[src/rtl/scarv_cop_insn_issue_pkg.sv]
// Shared types for the co-processor issue stage: status codes, FSM encoding,
// buffered instruction entries and latched responses.
package scarv_cop_insn_issue_pkg;

  localparam logic [2:0] SCARV_COP_INSN_SUCCESS = 3'b000;
  localparam logic [2:0] SCARV_COP_INSN_ILLEGAL = 3'b001;
  localparam logic [2:0] SCARV_COP_INSN_BAD_INS = 3'b010;
  localparam logic [2:0] SCARV_COP_INSN_BAD_LAD = 3'b011;
  localparam logic [2:0] SCARV_COP_INSN_BAD_SAD = 3'b100;

  typedef enum logic [1:0] {
    IDLE = 2'd0,
    EXEC = 2'd1,
    RESP = 2'd2
  } issue_state_t;

  typedef struct packed {
    logic [31:0] enc;
    logic [31:0] rs1;
  } insn_ent_t;

  typedef struct packed {
    logic [2:0]  status;
    logic        wen;
    logic [4:0]  rd;
    logic [31:0] wdata;
  } insn_rsp_t;

endpackage

[src/rtl/scarv_cop_insn_issue_if.sv]
// CPU <-> co-processor instruction request / response bus.
interface scarv_cop_insn_issue_if;
  logic        cpu_insn_req;
  logic        cpu_insn_ack;
  logic [31:0] cpu_insn_enc;
  logic [31:0] cpu_rs1;
  logic        cop_rsp_valid;
  logic        cop_rsp_ready;
  logic [2:0]  cop_rsp_status;
  logic        cop_rsp_wen;
  logic [4:0]  cop_rsp_rd;
  logic [31:0] cop_rsp_wdata;

  modport master (
    output cpu_insn_req, cpu_insn_enc, cpu_rs1, cop_rsp_ready,
    input  cpu_insn_ack, cop_rsp_valid, cop_rsp_status, cop_rsp_wen,
           cop_rsp_rd, cop_rsp_wdata
  );

  modport slave (
    input  cpu_insn_req, cpu_insn_enc, cpu_rs1, cop_rsp_ready,
    output cpu_insn_ack, cop_rsp_valid, cop_rsp_status, cop_rsp_wen,
           cop_rsp_rd, cop_rsp_wdata
  );
endinterface

[src/rtl/scarv_cop_insn_fifo.sv]
// Synchronous instruction buffer; pointers carry one extra wrap bit so
// full and empty are distinguishable without a counter.
module scarv_cop_insn_fifo
  import scarv_cop_insn_issue_pkg::*;
#(
  parameter int FIFO_DEPTH = 2,
  parameter int FIFO_AW    = 1
) (
  input  logic      g_clk,
  input  logic      g_reset,
  input  logic      push,
  input  insn_ent_t push_data,
  input  logic      pop,
  output logic      full,
  output logic      empty,
  output insn_ent_t head
);

  insn_ent_t          mem [FIFO_DEPTH];
  logic [FIFO_AW:0]   wptr, rptr;

  assign empty = (wptr == rptr);
  assign full  = (wptr[FIFO_AW] != rptr[FIFO_AW]) &&
                 (wptr[FIFO_AW-1:0] == rptr[FIFO_AW-1:0]);
  // Head reads as zero when empty so the decoder sees a quiet bus.
  assign head  = empty ? '0 : mem[rptr[FIFO_AW-1:0]];

  always_ff @(posedge g_clk) begin
    if (g_reset) begin
      wptr <= '0;
      rptr <= '0;
    end else begin
      if (push) wptr <= wptr + 1'b1;
      if (pop)  rptr <= rptr + 1'b1;
    end
  end

  always_ff @(posedge g_clk) begin
    if (push) mem[wptr[FIFO_AW-1:0]] <= push_data;
  end

endmodule

[src/rtl/scarv_cop_insn_issue.sv]
// Issue stage: buffers CPU instructions, steps the FIFO head through
// decode/execute one at a time and returns the CPU response.
module scarv_cop_insn_issue
  import scarv_cop_insn_issue_pkg::*;
#(
  parameter int FIFO_DEPTH = 2,
  parameter int FIFO_AW    = 1
) (
  input  logic                   g_clk,
  input  logic                   g_reset,
  scarv_cop_insn_issue_if.slave  cpu,
  output logic [31:0]            id_encoded,
  input  logic                   id_exception,
  input  logic [4:0]             id_rd,
  output logic                   ex_valid,
  output logic [31:0]            ex_rs1,
  input  logic                   ex_ready,
  input  logic [2:0]             ex_status,
  input  logic                   ex_wen,
  input  logic [31:0]            ex_wdata
);

  issue_state_t state, state_nxt;
  insn_rsp_t    rsp_q, rsp_nxt;
  insn_ent_t    push_data, head;
  logic         full, empty, push, pop, in_resp;

  // Ack depends only on registered occupancy; no combinational path from pop.
  assign cpu.cpu_insn_ack = !full;
  assign push             = cpu.cpu_insn_req && !full;
  assign push_data.enc    = cpu.cpu_insn_enc;
  assign push_data.rs1    = cpu.cpu_rs1;

  scarv_cop_insn_fifo #(
    .FIFO_DEPTH (FIFO_DEPTH),
    .FIFO_AW    (FIFO_AW)
  ) u_fifo (
    .g_clk     (g_clk),
    .g_reset   (g_reset),
    .push      (push),
    .push_data (push_data),
    .pop       (pop),
    .full      (full),
    .empty     (empty),
    .head      (head)
  );

  assign id_encoded = head.enc;
  assign ex_rs1     = head.rs1;

  always_ff @(posedge g_clk) begin
    if (g_reset) begin
      state <= IDLE;
      rsp_q <= '0;
    end else begin
      state <= state_nxt;
      rsp_q <= rsp_nxt;
    end
  end

  always_comb begin
    state_nxt = state;
    rsp_nxt   = rsp_q;
    pop       = 1'b0;
    case (state)
      IDLE: begin
        if (!empty) begin
          rsp_nxt.rd = id_rd;
          if (id_exception) begin
            rsp_nxt.status = SCARV_COP_INSN_ILLEGAL;
            rsp_nxt.wen    = 1'b0;
            rsp_nxt.wdata  = '0;
            state_nxt      = RESP;
          end else begin
            state_nxt = EXEC;
          end
        end
      end
      EXEC: begin
        if (ex_ready) begin
          rsp_nxt.status = ex_status;
          rsp_nxt.wen    = ex_wen;
          rsp_nxt.wdata  = ex_wen ? ex_wdata : '0;
          state_nxt      = RESP;
        end
      end
      RESP: begin
        if (cpu.cop_rsp_ready) begin
          pop       = 1'b1;
          state_nxt = IDLE;
        end
      end
      default: state_nxt = IDLE;
    endcase
  end

  assign ex_valid           = (state == EXEC);
  assign in_resp            = (state == RESP);
  assign cpu.cop_rsp_valid  = in_resp;
  assign cpu.cop_rsp_status = in_resp ? rsp_q.status : '0;
  assign cpu.cop_rsp_wen    = in_resp ? rsp_q.wen    : 1'b0;
  assign cpu.cop_rsp_rd     = in_resp ? rsp_q.rd     : '0;
  assign cpu.cop_rsp_wdata  = in_resp ? rsp_q.wdata  : '0;

endmodule

[src/flat_wrapper.sv]
// flat-port wrapper written by rule: the top's interface ports become plain ports
module scarv_cop_insn_issue_flat import scarv_cop_insn_issue_pkg::*;
#(
  parameter int FIFO_DEPTH = 2,
  parameter int FIFO_AW    = 1
)
  (g_clk, g_reset, id_encoded, id_exception, id_rd, ex_valid, ex_rs1, ex_ready, ex_status, ex_wen, ex_wdata, cpu_cpu_insn_req, cpu_cpu_insn_enc, cpu_cpu_rs1, cpu_cop_rsp_ready, cpu_cpu_insn_ack, cpu_cop_rsp_valid, cpu_cop_rsp_status, cpu_cop_rsp_wen, cpu_cop_rsp_rd, cpu_cop_rsp_wdata);
  scarv_cop_insn_issue_if cpu_i ();
  input  logic g_clk;
  input  logic g_reset;
  output logic [31:0] id_encoded;
  input  logic id_exception;
  input  logic [4:0] id_rd;
  output logic ex_valid;
  output logic [31:0] ex_rs1;
  input  logic ex_ready;
  input  logic [2:0] ex_status;
  input  logic ex_wen;
  input  logic [31:0] ex_wdata;
  input wire logic [$bits(cpu_i.cpu_insn_req)-1:0] cpu_cpu_insn_req;
  input wire logic [$bits(cpu_i.cpu_insn_enc)-1:0] cpu_cpu_insn_enc;
  input wire logic [$bits(cpu_i.cpu_rs1)-1:0] cpu_cpu_rs1;
  input wire logic [$bits(cpu_i.cop_rsp_ready)-1:0] cpu_cop_rsp_ready;
  output wire logic [$bits(cpu_i.cpu_insn_ack)-1:0] cpu_cpu_insn_ack;
  output wire logic [$bits(cpu_i.cop_rsp_valid)-1:0] cpu_cop_rsp_valid;
  output wire logic [$bits(cpu_i.cop_rsp_status)-1:0] cpu_cop_rsp_status;
  output wire logic [$bits(cpu_i.cop_rsp_wen)-1:0] cpu_cop_rsp_wen;
  output wire logic [$bits(cpu_i.cop_rsp_rd)-1:0] cpu_cop_rsp_rd;
  output wire logic [$bits(cpu_i.cop_rsp_wdata)-1:0] cpu_cop_rsp_wdata;
  assign cpu_i.cpu_insn_req = cpu_cpu_insn_req;
  assign cpu_i.cpu_insn_enc = cpu_cpu_insn_enc;
  assign cpu_i.cpu_rs1 = cpu_cpu_rs1;
  assign cpu_i.cop_rsp_ready = cpu_cop_rsp_ready;
  assign cpu_cpu_insn_ack = cpu_i.cpu_insn_ack;
  assign cpu_cop_rsp_valid = cpu_i.cop_rsp_valid;
  assign cpu_cop_rsp_status = cpu_i.cop_rsp_status;
  assign cpu_cop_rsp_wen = cpu_i.cop_rsp_wen;
  assign cpu_cop_rsp_rd = cpu_i.cop_rsp_rd;
  assign cpu_cop_rsp_wdata = cpu_i.cop_rsp_wdata;
  scarv_cop_insn_issue #(.FIFO_DEPTH(FIFO_DEPTH), .FIFO_AW(FIFO_AW)) u_core (.g_clk(g_clk), .g_reset(g_reset), .cpu(cpu_i), .id_encoded(id_encoded), .id_exception(id_exception), .id_rd(id_rd), .ex_valid(ex_valid), .ex_rs1(ex_rs1), .ex_ready(ex_ready), .ex_status(ex_status), .ex_wen(ex_wen), .ex_wdata(ex_wdata));
endmodule
[config.mk]
export PLATFORM = sky130hd
export DESIGN_NAME = scarv_cop_insn_issue_flat
export DESIGN_NICKNAME = d
export VERILOG_FILES = /design/src/rtl/scarv_cop_insn_issue_pkg.sv /design/src/rtl/scarv_cop_insn_issue_if.sv /design/src/rtl/scarv_cop_insn_fifo.sv /design/src/rtl/scarv_cop_insn_issue.sv /design/src/flat_wrapper.sv
export SDC_FILE = /design/constraint.sdc
export NUM_CORES = 1
export LEC_CHECK = 0
export CORE_ASPECT_RATIO = 2
export CORE_UTILIZATION = 25
export DETAILED_ROUTE_END_ITERATION = 8
export GPL_TIMING_DRIVEN = 0
export PLACE_DENSITY_LB_ADDON = 0.2
export SYNTH_ARGS = -nofsm -noshare
export SYNTH_HDL_FRONTEND = slang
export SYNTH_HIERARCHICAL = 1
export SYNTH_SLANG_ARGS = --single-unit
[constraint.sdc]
create_clock -name g_clk -period 9.88 [get_ports g_clk]
set_input_delay 0.988 -clock g_clk [delete_from_list [all_inputs] [get_ports g_clk]]
set_output_delay 0.988 -clock g_clk [all_outputs]
set_load 0.005 [all_outputs]
Word-level counts from Yosys, hierarchy flattened
Memory sizes are Yosys's and may differ from the RTL's. A register that Yosys moved wholly into a read port is not among the register bits. Cells that the tools add are included.

Register bits after elaboration: 47. Bits in latches: 0. Memory bits (writable): 128. Bits in read-only memories: 0. Memories kept: 1.

Memories: u_core.u_fifo.mem (depth 2, bits a word 64, rd ports 1, clocked after Yosys merged registers in 1, wr ports 1, line scarv_cop_insn_fifo.sv:19) `insn_ent_t mem [FIFO_DEPTH];`.

Add/sub/neg operators: 2. $mul: 0. Div/mod/pow operators: 0. $lt $le $gt $ge: 0. Equality and inequality tests: 9. Shift operators: 0. Multiplexer cells: 24. Bitwise gates (word level): 1. Reduce and logical (&&, ||, !) cells: 8.

Operator list (count): $mux W32 (4); $mux W64 (1); $pmux W32 S2 (1); $mux W41 (1); $mux W2 (4); $mux W4 (2); $pmux W4 S2 (1); $mux W1 (7); $ne A2 B2 Y1 const B (3); $pmux W2 S3 (1); $mux W5 (1); $add A2 B1 Y2 const B (2); $reduce_and A4 Y1 (1); $mux W3 (1); $reduce_and A3 Y1 (1); $eq A2 B1 Y1 const B (1); $eq A2 B2 Y1 (1); $eq A2 B2 Y1 const B (1); $logic_and A1 B1 Y1 (2); $logic_not A2 Y1 (1); $ne A2 B1 Y1 const B (1); $reduce_and A2 Y1 (1); $reduce_bool A2 Y1 (1); $eq A1 B1 Y1 (1); other kinds (3) (3).

Logic depth before layout (Yosys ltp)
Depth in word-level cells: 6. Mapped depth: 8.

By module
Netlist, hierarchy kept.

Modules (own cells, without submodules): scarv_cop_insn_fifo (times used 1, cells each 299, area an instance 5311.3 um^2); scarv_cop_insn_issue (times used 1, cells each 232, area an instance 2042.0 um^2).

Least setup slack after synthesis
OpenSTA, ideal clock, no wires.

Path kind: input-to-reg. Start point: input port cpu_cpu_insn_req. End point: memory u_core/u_fifo/mem[0][0] (netlist name) (enable). Arrival time: 4.142 ns. Setup slack: 5.245 ns. Cell stages on the path: 2. Path buffers: 0. Cell sequence: nor2b_1 -> nor2b_1.

Longest elaborated chain between the ends: 3.

Ends and longest elaborated chain: start, declared (line flat_wrapper.sv:20) `input wire logic [$bits(cpu_i.cpu_insn_req)-1:0] cpu_cpu_insn_req;`; $logic_and A1 B1 Y1 (line scarv_cop_insn_issue.sv:30) `assign push = cpu.cpu_insn_req && !full;`; $mux W1 (line scarv_cop_insn_fifo.sv:39) `if (push) mem[wptr[FIFO_AW-1:0]] <= push_data;`; $mux W1 (implied by the code) (line scarv_cop_insn_fifo.sv:39); end, declared (line scarv_cop_insn_fifo.sv:19).

No other way between the ends.

Worst setup path after layout
Start point: register u_core.state[1]. End point: output port cpu_cop_rsp_status[1].

Longest elaborated chain between the ends: 2.

Ends and longest elaborated chain: start, declared (line scarv_cop_insn_issue.sv:23) `issue_state_t state, state_nxt;`; start signal, assigned (line scarv_cop_insn_issue.sv:56) `state <= state_nxt;`; $eq A2 B2 Y1 (line scarv_cop_insn_issue.sv:98) `assign in_resp = (state == RESP);`; $mux W3 (line scarv_cop_insn_issue.sv:100) `assign cpu.cop_rsp_status = in_resp ? rsp_q.status : '0;`; end, declared (line flat_wrapper.sv:26) `output wire logic [$bits(cpu_i.cop_rsp_status)-1:0] cpu_cop_rsp_status;`.

No other way between the ends.

==> impl_metrics.ini <==
[timing]
setup_ws_ns = 6.39
worst_pin_slew_ns = 0.622
maxSlewViolCount = 0
setup_viol = 0
fin_hold_ws_ns = 0.454
period_needed_ns = 3.49
skew_ns = 0.0128
hold_viol_final = 0
slew-limit-headroom = 0.583
fin_crit_sh = 0.353
tns_ns = 0
max_freq_mhz = 287
rsz0062_at_grt = false

[routing]
drt-total-wl_um = 18800
vias_per_cell = 4.25
avgRoutedWirePerCell_um = 16.4
via_count = 4863
drc_errors = 0
postRouteAntennaNets = 0
dr.pass1.iters = 4
drtIter0Drc = 162

[pwr]
power_frac_comb = 0.202
intPower_w = 0.00144
p_sw_frac = 0.258
power.switching_w = 0.000502
power_frac_seq = 0.444
power_per_cell_area_nw_per_um2 = 182
leakagePower_nw = 3.48
clkPwrFrac = 0.354
vdd_drop_max_mv = 0.100

[synthesis]
synthCells = 531
yosysSeqAreaShare = 0.653
synth_warnings = 6
synth_nets = 642
synth-seq-cells = 176
yosysUniqueCellTypes = 30
avgSynthCellArea_um2 = 13.8
netlist_area_um2 = 7350

[die]
pin_count = 219
die_y_um = 245
rows = 88
fp.dieW_um = 123
core_area_um2 = 28800
start_util = 0.255
die_area_um2 = 30100

[clock_network]
cts_root_buf = clkbuf_16
htreeDepth = 4
postCtsSetupBuffers = 0
clk_pin_slew_ns = 0.07
clock-sinks = 176
cts_resized = 0
clockBufferDepth = 2
cts_hold_buf = 0
cts_tree = done
clk_latency_ns = 0.44
cts_made_buffers = 17

[outcome]
outcome = finished, final reports clean

[setup_path]
critical_path.max_stage_delay_ns = 0.54
slowest_stage = clkdlybuf4s50_1
crit_type = reg -> out
crit_chain = nor2b_1 > clkbuf_1 > and2_1 > clkdlybuf4s50_1
cp.arrival_ns = 2.50
worstPathMaxFanout = 10
end_kind = primary output
crit_required_ns = 8.89
startpoint_type = flip-flop

[global_route]
antenna_found_initial = 0
grt_overflow = 0
grt_max_degree = 34
grt_pass1_wl_um = 28600
track_usage = 0.131
grt_pass1_vias = 5112

[finish]
syn2layout_area_growth_pct = 45.0
diodes = 0
fin_nets = 882
instances_no_fill = 1144
drive_gt1_frac = 0.140

[flow_run]
max_cap_viol_count = 0

[min_path]
holdCritPathClass = reg -> reg

[placed_design]
pre_cts_ws_ns = 6.74
port_buffers = 218
routabilityCongestion = 0.716
hpwl_um = 13900
dp.cells = 1112
through the flow:
stage / total power [W] / area, um^2 / utilization
global route: 0.00204 / 10700 / 0.369
detailed placement: 0.00128 / 10100 / 0.349
floorplan: 0.00108 / 7350 / -
finish: 0.00194 / 10700 / 0.369
CTS: 0.00199 / 10700 / 0.369
global placement: 0.00128 / 9990 / 0.346
final timing paths:
| check | from | to | slack, ns | cells past startpoint |
|---|---|---|---|---|
| max | u_core/state[1] | cpu_cop_rsp_status[1] | 6.39 | 4 |
| min | u_core/rsp_q[0] | u_core/rsp_q[0] | 0.45 | 2 |
| max reg2reg | u_core/u_fifo/wptr[0] | u_core/u_fifo/mem[0][7] | 7.31 | 6 |
| min reg2reg | u_core/rsp_q[0] | u_core/rsp_q[0] | 0.45 | 2 |
synthesized netlist by cell type, drive strengths merged:
| cell | number | area (um^2) |
|---|---|---|
| edfxtp | 128 | 3840 |
| mux2i | 101 | 1010 |
| a21oi | 67 | 485 |
| nand2 | 67 | 251 |
| dfxtp | 48 | 961 |
| and2 | 44 | 275 |
| buf | 26 | 221 |
| clkbuf | 11 | 42.5 |
| nor2 | 8 | 30.0 |
| nor2b | 7 | 46.3 |
| inv | 4 | 15.0 |
| xnor2 | 4 | 35.0 |
| nor3 | 3 | 20.0 |
| a21bo | 2 | 20.0 |
| nand3b | 2 | 15.0 |
| o32ai | 2 | 17.5 |
| a21o | 1 | 7.51 |
| and4bb | 1 | 12.5 |
| clkinv | 1 | 3.75 |
| mux2 | 1 | 11.3 |
| nor4b | 1 | 8.76 |
| o21a | 1 | 7.51 |
| o221a | 1 | 11.3 |
power by group through the flow:
| stage | logic [W] | registers (W) | clock network [W] |
|---|---|---|---|
| final | 0.000393 | 0.000863 | 0.000687 |
| after global routing | 0.000430 | 0.000867 | 0.000741 |
| after CTS | 0.000406 | 0.000863 | 0.000721 |
| after detailed placement | 0.000405 | 0.000880 | 0 |
| after global placement | 0.000397 | 0.000885 | 0 |
| after floorplan | 0.000196 | 0.000880 | 0 |
cell type report:
type,count,area [um^2]
fillers,2847,18200
multi-input cells,313,2280
clock inverters,14,174
clock buffers,18,429
repair buffers,221,2240
inverters,5,18.8
plain buffers,37,264
flip-flops and latches,176,4800
well taps,360,450
registers in the layout, indices dropped and copies added, names as in the netlist, named ones only:
register	flops
u_core/u_fifo/mem	128
u_core/rsp_q	41
u_core/state	2
u_core/u_fifo/rptr	2
u_core/u_fifo/wptr	2
cells by family after synthesis:
| logic type | Yosys count | synth area share |
|---|---|---|
| muxes | 102 | 0.139 |
| DFF | 176 | 0.653 |
| buffers and inverters | 42 | 0.0385 |
| xor gates and xnor gates | 4 | 0.00476 |
| and+or+nand+nor | 133 | 0.0897 |
| AOI/OAI and AO/OA | 74 | 0.0747 |
critical path, delay by kind of cell, from the launching register on:
| kind | cells | cell delay (ns) |
|---|---|---|
| buffers and inverters | 2 | 0.95 |
| DFF | 1 | 0.45 |
| and+or+nand+nor | 2 | 0.66 |
cell usage in the layout (no fill, tap or decap), types with 3 or more instances in the layout:
master           instances
a21oi_1                 27
a21oi_2                 40
and2_1                  43
buf_12                   6
buf_2                   12
buf_4                    6
buf_6                    5
clkbuf_1                11
clkbuf_16               17
clkdlybuf4s50_1        218
clkinvlp_4               3
dfxtp_1                 48
edfxtp_1               128
inv_1                    4
inv_6                    5
mux2i_1                101
nand2_1                 67
nor2_1                   8
nor2b_1                  5
xnor2_1                  4
layer usage:
| metal | vias up | track usage | part of all wire |
|---|---|---|---|
| met4 | 0 | 0.0560 | 0.023 |
| met5 | - | 0 | 0 |
| li1 | 2379 | - | - |
| met1 | 2303 | 0.115 | 0.33 |
| met3 | 18 | 0.0504 | 0.079 |
| met2 | 163 | 0.252 | 0.57 |
No activity file was read; power rests on OpenSTA's default activity.
